### src/rtl/usb_bus_pkg.sv
// usb_bus_pkg: shared constants for the parallel register bus initiator.
//   - bus / timer widths
//   - default strobe timings (cycles)
//   - FSM state encoding
//   - tmr_cyc(): converts a phase length in cycles to a timer load value
package usb_bus_pkg;

  localparam int BUS_W = 8;
  localparam int TMR_W = 8;

  localparam int DEF_SETUP  = 2;
  localparam int DEF_WR_LOW = 2;
  localparam int DEF_RD_LOW = 4;
  localparam int DEF_GAP    = 3;

  localparam logic [3:0] S_IDLE  = 4'd0;
  localparam logic [3:0] S_ADDR  = 4'd1;
  localparam logic [3:0] S_ALREL = 4'd2;
  localparam logic [3:0] S_WAITW = 4'd3;
  localparam logic [3:0] S_WLOW  = 4'd4;
  localparam logic [3:0] S_WHOLD = 4'd5;
  localparam logic [3:0] S_RLOW  = 4'd6;
  localparam logic [3:0] S_RHIGH = 4'd7;
  localparam logic [3:0] S_GAP   = 4'd8;
  localparam logic [3:0] S_FIN   = 4'd9;

  // The timer is loaded on entry to a phase.
  // The phase ends on the cycle the timer reads zero, so the load value is (cycles - 1).
  function automatic logic [TMR_W-1:0] tmr_cyc(input int cycles);
    return TMR_W'(cycles - 1);
  endfunction

endpackage

### src/rtl/usb_strobe_timer.sv
// usb_strobe_timer: loadable down-counter with a zero flag.
// It times the address setup phase, the strobe-low phases and the gap phase.
//   clk_usb, reset_n : clock, asynchronous active-low reset
//   load, load_val   : load the counter (has priority over counting)
//   zero             : counter is at zero (the counter holds at zero)
module usb_strobe_timer #(
  parameter int W = 8
) (
  input  logic         clk_usb,
  input  logic         reset_n,
  input  logic         load,
  input  logic [W-1:0] load_val,
  output logic         zero
);

  logic [W-1:0] cnt;

  always_ff @(posedge clk_usb or negedge reset_n) begin
    if (!reset_n)          cnt <= '0;
    else if (load)         cnt <= load_val;
    else if (cnt != '0)    cnt <= cnt - W'(1);
  end

  assign zero = (cnt == '0);

endmodule

### src/rtl/usb_reg_master.sv
// usb_reg_master: bus initiator for the parallel register interface.
// It turns a command (addr, direction, len) into timed alen/cen/wrn/rdn strobe sequences.
//   cmd_*          : command request stream (accepted only in IDLE)
//   wr_*           : write byte stream; wr_ready marks the byte consumed this cycle
//   rd_data/valid  : one pulse per read byte, with no backpressure
//   busy, done     : burst status; done pulses once at the end of the burst
//   bus_*          : registered pins to the slave; bus_din is read back from the slave
module usb_reg_master
  import usb_bus_pkg::*;
#(
  parameter int pBYTECNT_SIZE = 7,
  parameter int pSETUP        = DEF_SETUP,
  parameter int pWR_LOW       = DEF_WR_LOW,
  parameter int pRD_LOW       = DEF_RD_LOW,
  parameter int pGAP          = DEF_GAP
) (
  input  logic                     clk_usb,
  input  logic                     reset_n,
  input  logic                     cmd_valid,
  output logic                     cmd_ready,
  input  logic                     cmd_write,
  input  logic [BUS_W-1:0]         cmd_addr,
  input  logic [pBYTECNT_SIZE-1:0] cmd_len,
  input  logic [BUS_W-1:0]         wr_data,
  input  logic                     wr_valid,
  output logic                     wr_ready,
  output logic [BUS_W-1:0]         rd_data,
  output logic                     rd_valid,
  output logic                     busy,
  output logic                     done,
  output logic [BUS_W-1:0]         bus_addr,
  output logic [BUS_W-1:0]         bus_dout,
  input  logic [BUS_W-1:0]         bus_din,
  output logic                     bus_drive,
  output logic                     bus_rdn,
  output logic                     bus_wrn,
  output logic                     bus_cen,
  output logic                     bus_alen
);

  if (pRD_LOW < 4) begin : g_bad_rd_low
    $error("usb_reg_master: pRD_LOW must be >= 4");
  end
  if (pGAP < 3) begin : g_bad_gap
    $error("usb_reg_master: pGAP must be >= 3");
  end
  if (pWR_LOW < 2) begin : g_bad_wr_low
    $error("usb_reg_master: pWR_LOW must be >= 2");
  end

  logic [3:0]               state, nstate;
  logic                     write_q;
  logic [pBYTECNT_SIZE-1:0] len_q, cnt_q, cnt_inc;
  logic                     tmr_load, tmr_zero;
  logic [TMR_W-1:0]         tmr_val;

  assign cnt_inc   = cnt_q + pBYTECNT_SIZE'(1);
  assign cmd_ready = (state == S_IDLE);
  assign busy      = (state != S_IDLE);
  assign wr_ready  = (state == S_WAITW) && wr_valid;

  always_comb begin
    nstate = state;
    case (state)
      S_IDLE:  if (cmd_valid) nstate = S_ADDR;
      S_ADDR:  if (tmr_zero)  nstate = S_ALREL;
      S_ALREL: nstate = (len_q == '0) ? S_FIN : (write_q ? S_WAITW : S_RLOW);
      S_WAITW: if (wr_valid)  nstate = S_WLOW;
      S_WLOW:  if (tmr_zero)  nstate = S_WHOLD;
      S_WHOLD: nstate = S_GAP;
      S_RLOW:  if (tmr_zero)  nstate = S_RHIGH;
      S_RHIGH: nstate = S_GAP;
      S_GAP:   if (tmr_zero)
                 nstate = (cnt_inc == len_q) ? S_FIN : (write_q ? S_WAITW : S_RLOW);
      S_FIN:   nstate = S_IDLE;
      default: nstate = S_IDLE;
    endcase
  end

  // Every state change reloads the timer.
  // Only the timed phases use the count.
  always_comb begin
    tmr_load = (nstate != state);
    case (nstate)
      S_ADDR:  tmr_val = tmr_cyc(pSETUP);
      S_WLOW:  tmr_val = tmr_cyc(pWR_LOW);
      S_RLOW:  tmr_val = tmr_cyc(pRD_LOW);
      S_GAP:   tmr_val = tmr_cyc(pGAP);
      default: tmr_val = '0;
    endcase
  end

  usb_strobe_timer #(.W(TMR_W)) u_tmr (
    .clk_usb  (clk_usb),
    .reset_n  (reset_n),
    .load     (tmr_load),
    .load_val (tmr_val),
    .zero     (tmr_zero)
  );

  // Pins are registered from nstate, so each pin changes on the same edge as the state.
  // Only one of wrn and rdn is decoded low in any given state.
  always_ff @(posedge clk_usb or negedge reset_n) begin
    if (!reset_n) begin
      state     <= S_IDLE;
      write_q   <= 1'b0;
      len_q     <= '0;
      cnt_q     <= '0;
      bus_alen  <= 1'b1;
      bus_cen   <= 1'b1;
      bus_wrn   <= 1'b1;
      bus_rdn   <= 1'b1;
      bus_drive <= 1'b0;
      bus_addr  <= '0;
      bus_dout  <= '0;
      rd_data   <= '0;
      rd_valid  <= 1'b0;
      done      <= 1'b0;
    end else begin
      state    <= nstate;
      bus_alen <= !(nstate == S_ADDR);
      bus_cen  <= !(nstate inside {S_WLOW, S_WHOLD, S_RLOW});
      bus_wrn  <= !(nstate == S_WLOW);
      bus_rdn  <= !(nstate == S_RLOW);
      rd_valid <= (nstate == S_RHIGH);
      done     <= (nstate == S_FIN);

      if (state == S_IDLE && cmd_valid) begin
        bus_addr <= cmd_addr;
        write_q  <= cmd_write;
        len_q    <= cmd_len;
        cnt_q    <= '0;
      end

      if (wr_ready) bus_dout <= wr_data;

      // Data stays driven from the first write strobe until the burst ends.
      // It is dropped before any read strobe.
      if (nstate == S_WLOW)                          bus_drive <= 1'b1;
      else if (nstate inside {S_RLOW, S_FIN, S_IDLE}) bus_drive <= 1'b0;

      if (state == S_RLOW && tmr_zero) rd_data <= bus_din;
      if (state == S_GAP && tmr_zero)  cnt_q   <= cnt_inc;
    end
  end

endmodule
### config.mk
export PLATFORM = sky130hd
export DESIGN_NAME = usb_reg_master
export DESIGN_NICKNAME = d
export VERILOG_FILES = /design/src/rtl/usb_bus_pkg.sv /design/src/rtl/usb_strobe_timer.sv /design/src/rtl/usb_reg_master.sv
export SDC_FILE = /design/constraint.sdc
export NUM_CORES = 1
export LEC_CHECK = 0
export CAP_MARGIN = 20
export CELL_PAD_IN_SITES_DETAIL_PLACEMENT = 1
export CELL_PAD_IN_SITES_GLOBAL_PLACEMENT = 2
export CORE_MARGIN = 4
export CORE_UTILIZATION = 30
export DETAILED_ROUTE_END_ITERATION = 6
export PLACE_DENSITY = 0.89
export SYNTH_ARGS = -nofsm -noshare
export SYNTH_HDL_FRONTEND = slang
export SYNTH_SLANG_ARGS = --single-unit
### constraint.sdc
create_clock -name clk_usb -period 7.2 [get_ports clk_usb]
set_input_delay 1.08 -clock clk_usb [delete_from_list [all_inputs] [get_ports clk_usb]]
set_output_delay 1.08 -clock clk_usb [all_outputs]
set_load 0.1 [all_outputs]
# Word-level counts from Yosys, hierarchy flattened
# Index checks and enable logic that the tools add are counted.
# op_classes
mux,17
n_eq_ne,17
reduce_logical,21
add_sub_neg,2
# ops
cell,count
$eq A4 B3 Y1 const B,8
$mux W4,8
$pmux W4 S8,1
$mux W8,2
$mux W7,2
$eq A4 B4 Y1 const B,3
$eq A4 B1 Y1 const B,2
$eq A4 B2 Y1 const B,2
$logic_not A4 Y1,2
$logic_not A8 Y1,1
$reduce_bool A8 Y1,1
$sub A8 B1 Y8 const B,1
$add A7 B1 Y7 const B,1
$eq A7 B7 Y1,1
$logic_not A7 Y1,1
$pmux W2 S3,1
$reduce_bool A2 Y1,3
$reduce_bool A3 Y1,2
$logic_and A1 B1 Y1,4
$logic_not A1 Y1,4
$ne A4 B4 Y1,1
$reduce_bool A4 Y1,1
$reduce_or A2 Y1,2
$mux W3,1
$mux W1,2
# totals
elab_cells,72
reg_bits,58

# Logic depth before layout (Yosys ltp)
# Gate-level depths: netlist (run 1).
# depth
word_depth,9
ltp_mapped,10
depth_no_buf,10

# Cells and area by module
# From an unflattened synthesis (run 1), not the netlist that was laid out.
# unflattened
cells_unflattened,284
hier_area_um2,2947.8
# by_module_without_submodules
module,n_inst,cells_per_inst,seq_area_each_um2,area_per_inst_um2
usb_reg_master,1,230,1256.2,2471.1
usb_strobe_timer,1,54,200.2,476.7

# Worst setup path after synthesis (run 1)
# Ideal clock, no wire load.
# synth_timing
kind,input to output
from,input wr_valid
to,output wr_ready
arrival_time_ps,3715
setup_slack_ps,2405
n_path_buf,0
path_stages,2
cell_sequence,nand3_1 -> nor3_1
# synth_via
elab_chain_cells,1
# synth_rtl
item,line,source
"start, declared",usb_reg_master.sv:25,"input logic wr_valid,"
$logic_and A1 B1 Y1,usb_reg_master.sv:60,assign wr_ready = (state == S_WAITW) && wr_valid;
"end, declared",usb_reg_master.sv:26,"output logic wr_ready,"
# Every way passes these cells.

# Final worst setup path (run 1)
# Same ends and word-level chain as after synthesis.

==> impl_metrics.py, run 1 <==
metrics = {
    "clock_network": {
        "cts_tree": "built",
        "clkLatencyLatePin_ps": 340,
        "cts_buffers": 9,
        "cts_buffer_depth": 2,
        "postCtsSetupBuffers": 0,
        "postCtsHoldBufs": 0,
        "root_buffer": "clkbuf_8",
        "htree_levels": 3,
        "clkTransAtPathRegs_ps": 70,
        "numClockSinks": 58,
        "cts_resized": 0,
    },
    "setup_path": {
        "crit_arrival_ps": 3290,
        "path_cells": "clkdlybuf4s50_1, nand3_1, nor3_1, clkdlybuf4s50_1",
        "end_kind": "output pin",
        "critical_path.slowest_cell": "clkdlybuf4s50_1",
        "rrSetupSlack_ps": 3860,
        "crit_required_ps": 6120,
        "crit_top_cell": "clkdlybuf4s50_1",
        "crit_fanout": 4,
        "slowest_delay_ps": 1230,
        "path_class": "in2out",
        "crit_path_start_kind": "primary input",
    },
    "timing": {
        "worst_slew_pin_slew_ps": 1010,
        "rsz0062_at_grt": "false",
        "maxSlewViolCount": 0,
        "fin_crit_ps": 4370,
        "relSlewSlack_pct": 32.4,
        "maxClockFrequency_ghz": 0.229,
        "clock_skew_ps": 6.52,
        "final_hold_viol_count": 0,
        "finalSetupViolCount": 0,
        "period_share_pct": 60.7,
        "finalSetupTns_ps": 0,
    },
    "logic_synthesis": {
        "ys_warn_count": 0,
        "synthesis.area_um2": 2850,
        "yosysTopAreaCell": "dfrtp_1",
        "yosysMostFrequentCell": "dfrtp_1",
        "ys_seq_elements": 58,
        "synth.top_cell.area_share_pct": 47.3,
        "synth-edff-count": 0,
        "synth_cells": 268,
        "yosys.cell_types.count": 50,
        "synth_top_flop_cell": "dfrtp_1",
        "ys_seq_area_share_pct": 51.0,
        "ys_top_cells_by_count": "54 x dfrtp_1, 41 x nand2_1, 24 x mux2_2",
        "netlist_top_cells_area": "dfrtp_1 47%, mux2_2 9.5%, nand2_1 5.4%, dfstp_2 3.7%, nor2_1 3.0%",
        "synthArstFlopShare_pct": 100,
        "syn_nets": 307,
        "synth_area_per_cell_um2": 10.6,
    },
    "finish": {
        "instances_no_fill": 477,
        "final_util_pct": 41.8,
        "seq_area_um2": 1460,
        "multiInputGateArea_um2": 1330,
        "layout-drive-gt1-share_pct": 17.2,
        "area_growth_pct": 35.2,
        "fillers": 1034,
        "diodes": 0,
        "final_nets": 382,
    },
    "placed_design": {
        "place_hpwl_mm": 5.31,
        "dpl.cell_count": 460,
        "gp_congestion": 0.775,
        "portBuffers": 69,
    },
    "grt": {
        "gr-total-overflow": 0,
        "grt_pass1_wl_mm": 12.6,
        "grtUsageTotal_pct": 14.0,
        "grt_max_degree": 59,
        "first_global_vias": 2513,
        "antenna_found_initial": 0,
    },
    "floorplanning": {
        "die_area_um2": 11100,
        "std_cell_rows": 35,
        "core_um2": 9240,
        "io_pins": 70,
        "start_util_pct": 30.9,
        "fp.dieW_um": 106,
        "die_h_um": 106,
    },
    "hold_path": {
        "hold_class": "reg2reg",
    },
    "route": {
        "vias": 2258,
        "wirelength_mm": 7.22,
        "dr.pass1.iters": 4,
        "viasPerCell": 4.73,
        "wl_per_cell_um": 15.1,
        "drt_iter0_markers": 74,
        "drc": 0,
        "ant_nets": 0,
    },
    "outcome": {
        "status": "completed",
    },
    "flow_run": {
        "drv_cap": 0,
    },
}
## final timing paths
check | startpoint | end | cells past startpoint
max | wr_valid | wr_ready | 4
min in group asynchronous | reset_n | cnt_q[4]$_DFFE_PN0P_ | 2
min reg2reg | rd_data[6]$_DFFE_PN0P_ | rd_data[6]$_DFFE_PN0P_ | 2
min | rd_data[6]$_DFFE_PN0P_ | rd_data[6]$_DFFE_PN0P_ | 2
max reg2reg | u_tmr.cnt[0]$_DFFE_PN0P_ | bus_drive$_DFFE_PN0P_ | 9
max in group asynchronous | reset_n | u_tmr.cnt[3]$_DFFE_PN0P_ | 2
## per-layer routing
layer	part of all wire, %	global-route usage (%)	vias to the layer above
met5	0	0	-
met3	5.4	4.16	11
li1	-	-	1087
met2	49	23.1	44
met1	44	16.9	1116
met4	1.6	6.01	0
## critical path: cells and delay by family
| family | cells | cell delay (ps) |
|---|---|---|
| buffers and inverters | 2 | 1740 |
| and+or+nand+nor | 2 | 470 |
## kinds of logic after synthesis
| logic type | Yosys count | share of synthesized area, % |
|---|---|---|
| and+or+nand+nor | 99 | 16.6 |
| DFF | 58 | 51.0 |
| xor gates and xnor gates | 17 | 5.70 |
| AOI/OAI and AO/OA | 45 | 11.7 |
| buffers and inverters | 19 | 2.50 |
| adders and majority gates | 3 | 1.32 |
| muxes | 27 | 11.1 |
## registers in the layout, summed over array words and instances, names as in the netlist
signal and count:
rd_valid 1, state 4, bus_cen 1, bus_dout 8
u_tmr.cnt 8, done 1, write_q 1, bus_alen 1
bus_rdn 1, len_q 7, bus_addr 8, bus_wrn 1
rd_data 8, cnt_q 7, bus_drive 1
## cell type report
class	instances	share of cell area (%)
inverter	12	1.17
clock buffer	11	3.66
tap	129	4.18
multi-input combinational	191	34.4
sequential	58	37.7
timing repair buffer	71	18.1
clock inverter	5	0.778
## metrics by stage
step / hold slack, ps / instance area (µm²) / worst slack [ps]
after detailed placement: 468 / 3680 / 2210
after CTS: 485 / 3850 / 2210
after global routing: 503 / 3860 / 2660
final: 481 / 3860 / 2830
after floorplan: 471 / 2850 / 2400
after global placement: 460 / 3680 / 2240
## placed cells by master, fill, tap and decap left out, types with 3 or more instances in the layout
cell | synthesis | routed
inv_1 | 10 | 10
dfrtp_1 | 54 | 54
o21ai_0 | 16 | 16
ha_1 | 3 | 3
xnor2_1 | 8 | 8
clkdlybuf4s50_1 | 0 | 68
dfstp_2 | 4 | 4
clkinv_2 | 0 | 3
mux2_2 | 24 | 24
a21oi_1 | 9 | 9
nor2_1 | 23 | 23
nand2_1 | 41 | 41
nand3_1 | 6 | 6
nor3_1 | 7 | 7
o21a_1 | 3 | 3
clkbuf_8 | 0 | 10
xor2_1 | 8 | 8
nor4_1 | 5 | 5
Power of run 1 is not shown: default switching activity piles up to over one toggle a cycle in this logic, so the estimate is an artifact.
==> run 2, diff against run 1 <==
clock period = 4.45 ns   (was 7.2 ns; I/O delays follow)
==> run 2 against run 1 <==
Effect of this change:
- cell count unchanged
- die area unchanged
- sequential share of layout area decreased by 0.23 points
- clock-buffer cell count unchanged
- first-iteration DRC count increased by 16%
- via count increased by 2.0%
==> impl_metrics.py, run 2 (same netlist as run 1, synthesis figures left out) <==
metrics = {
    "setup_path": {
        "crit_fanout": 15,
        "critPathBufInv": 1,
        "crit_arrival_ps": 2840,
        "reg2reg_to": "u_tmr.cnt[0]$_DFFE_PN0P_",
        "end_kind": "output pin",
        "path_delay_family": "buffers and inverters",
        "rrSetupSlack_ps": 1090,
        "reg2regPathDepth": 9,
        "worstReg2RegStart": "u_tmr.cnt[0]$_DFFE_PN0P_",
        "crit_path_start_kind": "flop",
        "critical_path.slowest_cell": "clkdlybuf4s50_1",
        "slowest_delay_ps": 1200,
        "crit_required_ps": 3780,
        "path_cells": "or3_1, nor2_1, clkdlybuf4s50_1",
        "path_class": "reg2out",
    },
    "route": {
        "drc": 0,
        "viasPerCell": 4.83,
        "dr.pass1.iters": 4,
        "wirelength_mm": 7.37,
        "wl_per_cell_um": 15.4,
        "ant_nets": 0,
        "vias": 2303,
        "drt_iter0_markers": 86,
    },
    "clock_network": {
        "cts_buffers": 9,
        "clkLatencyLatePin_ps": 340,
        "cts_resized": 0,
        "cts_buffer_depth": 2,
        "numClockSinks": 58,
        "cts_tree": "built",
        "clkTransAtPathRegs_ps": 70,
        "postCtsSetupBuffers": 0,
        "htree_levels": 3,
        "postCtsHoldBufs": 0,
        "root_buffer": "clkbuf_8",
    },
    "grt": {
        "grt_max_degree": 59,
        "grtUsageTotal_pct": 13.9,
        "gr-total-overflow": 0,
        "first_global_vias": 2513,
        "antenna_found_initial": 0,
        "grt_pass1_wl_mm": 12.5,
    },
    "timing": {
        "rsz0062_at_grt": "false",
        "finalSetupViolCount": 0,
        "maxSlewViolCount": 0,
        "worst_slew_pin_slew_ps": 996,
        "fin_crit_ps": 3510,
        "finalSetupTns_ps": 0,
        "final_hold_viol_count": 0,
        "relSlewSlack_pct": 33.4,
        "maxClockFrequency_ghz": 0.285,
        "clock_skew_ps": 9.01,
        "period_share_pct": 78.9,
    },
    "finish": {
        "multiInputGateArea_um2": 1330,
        "final_nets": 382,
        "area_growth_pct": 36.0,
        "fillers": 1038,
        "diodes": 0,
        "layout-drive-gt1-share_pct": 17.5,
        "final_cell_mix": "67 x clkdlybuf4s50_1, 54 x dfrtp_1, 41 x nand2_1",
        "final_common_cell": "clkdlybuf4s50_1",
        "seq_area_um2": 1460,
    },
    "floorplanning": {
        "core_um2": 9240,
        "fp.dieW_um": 106,
        "start_util_pct": 30.9,
        "io_pins": 70,
        "die_h_um": 106,
        "die_area_um2": 11100,
        "std_cell_rows": 35,
    },
    "hold_path": {
        "hold_class": "in2async",
    },
    "placed_design": {
        "place_hpwl_mm": 5.45,
        "portBuffers": 69,
        "gp_congestion": 0.805,
    },
    "outcome": {
        "status": "completed",
    },
    "flow_run": {
        "drv_cap": 0,
    },
}
[run 2: changes by cell type in the layout (fill, tap and decap cells not counted)]
cell,before,now
clkinvlp_4,2,0
buf_4,1,3
bufinv_16,0,1
buf_2,2,1
clkinv_4,0,1
clkdlybuf4s50_1,68,67
[run 2: layout make-up]
type / count / area share, %
well taps: 129 / 4.16
clock buffers: 11 / 3.64
inverters: 12 / 1.16
clock inverters: 5 / 1.39
multi-input cells: 191 / 34.2
repair buffers: 71 / 18.0
flip-flops and latches: 58 / 37.5
[run 2: metrics by stage]
step / instance area [µm²] / utilization, % / hold WS (ps) / worst slack (ps) / cells
floorplan: 2850 / - / 372 / 332 / 268
global placement: 3690 / 39.9 / 463 / 1250 / 461
detailed placement: 3690 / 39.9 / 464 / 1130 / 461
CTS: 3880 / 42.0 / 478 / 911 / 477
global route: 3880 / 42.0 / 505 / 857 / 477
finish: 3880 / 42.0 / 472 / 939 / 477
[run 2: worst max path at each step]
stage                              from                        to  depth (start not counted)
2_1_floorplan        state[0]$_DFF_PN0_                  wr_ready                          4
3_3_place_gp   u_tmr.cnt[0]$_DFFE_PN0P_  u_tmr.cnt[0]$_DFFE_PN0P_                          9
3_5_place_dp   u_tmr.cnt[0]$_DFFE_PN0P_  u_tmr.cnt[0]$_DFFE_PN0P_                          9
4_1_cts              state[2]$_DFF_PN0_                 cmd_ready                          3
5_1_grt              state[2]$_DFF_PN0_                 cmd_ready                          3
6_report             state[2]$_DFF_PN0_                 cmd_ready                          3
[run 2: per-layer routing]
| metal | wire length [µm] | vias to the layer above | global-route usage (%) |
|---|---|---|---|
| met2 | 3650 | 53 | 23.3 |
| met4 | 148 | 0 | 6.38 |
| met3 | 377 | 14 | 3.61 |
| met1 | 3190 | 1148 | 16.8 |
| li1 | - | 1088 | - |
| met5 | 0 | - | 0 |
Power of run 2 is left out for the same reason.
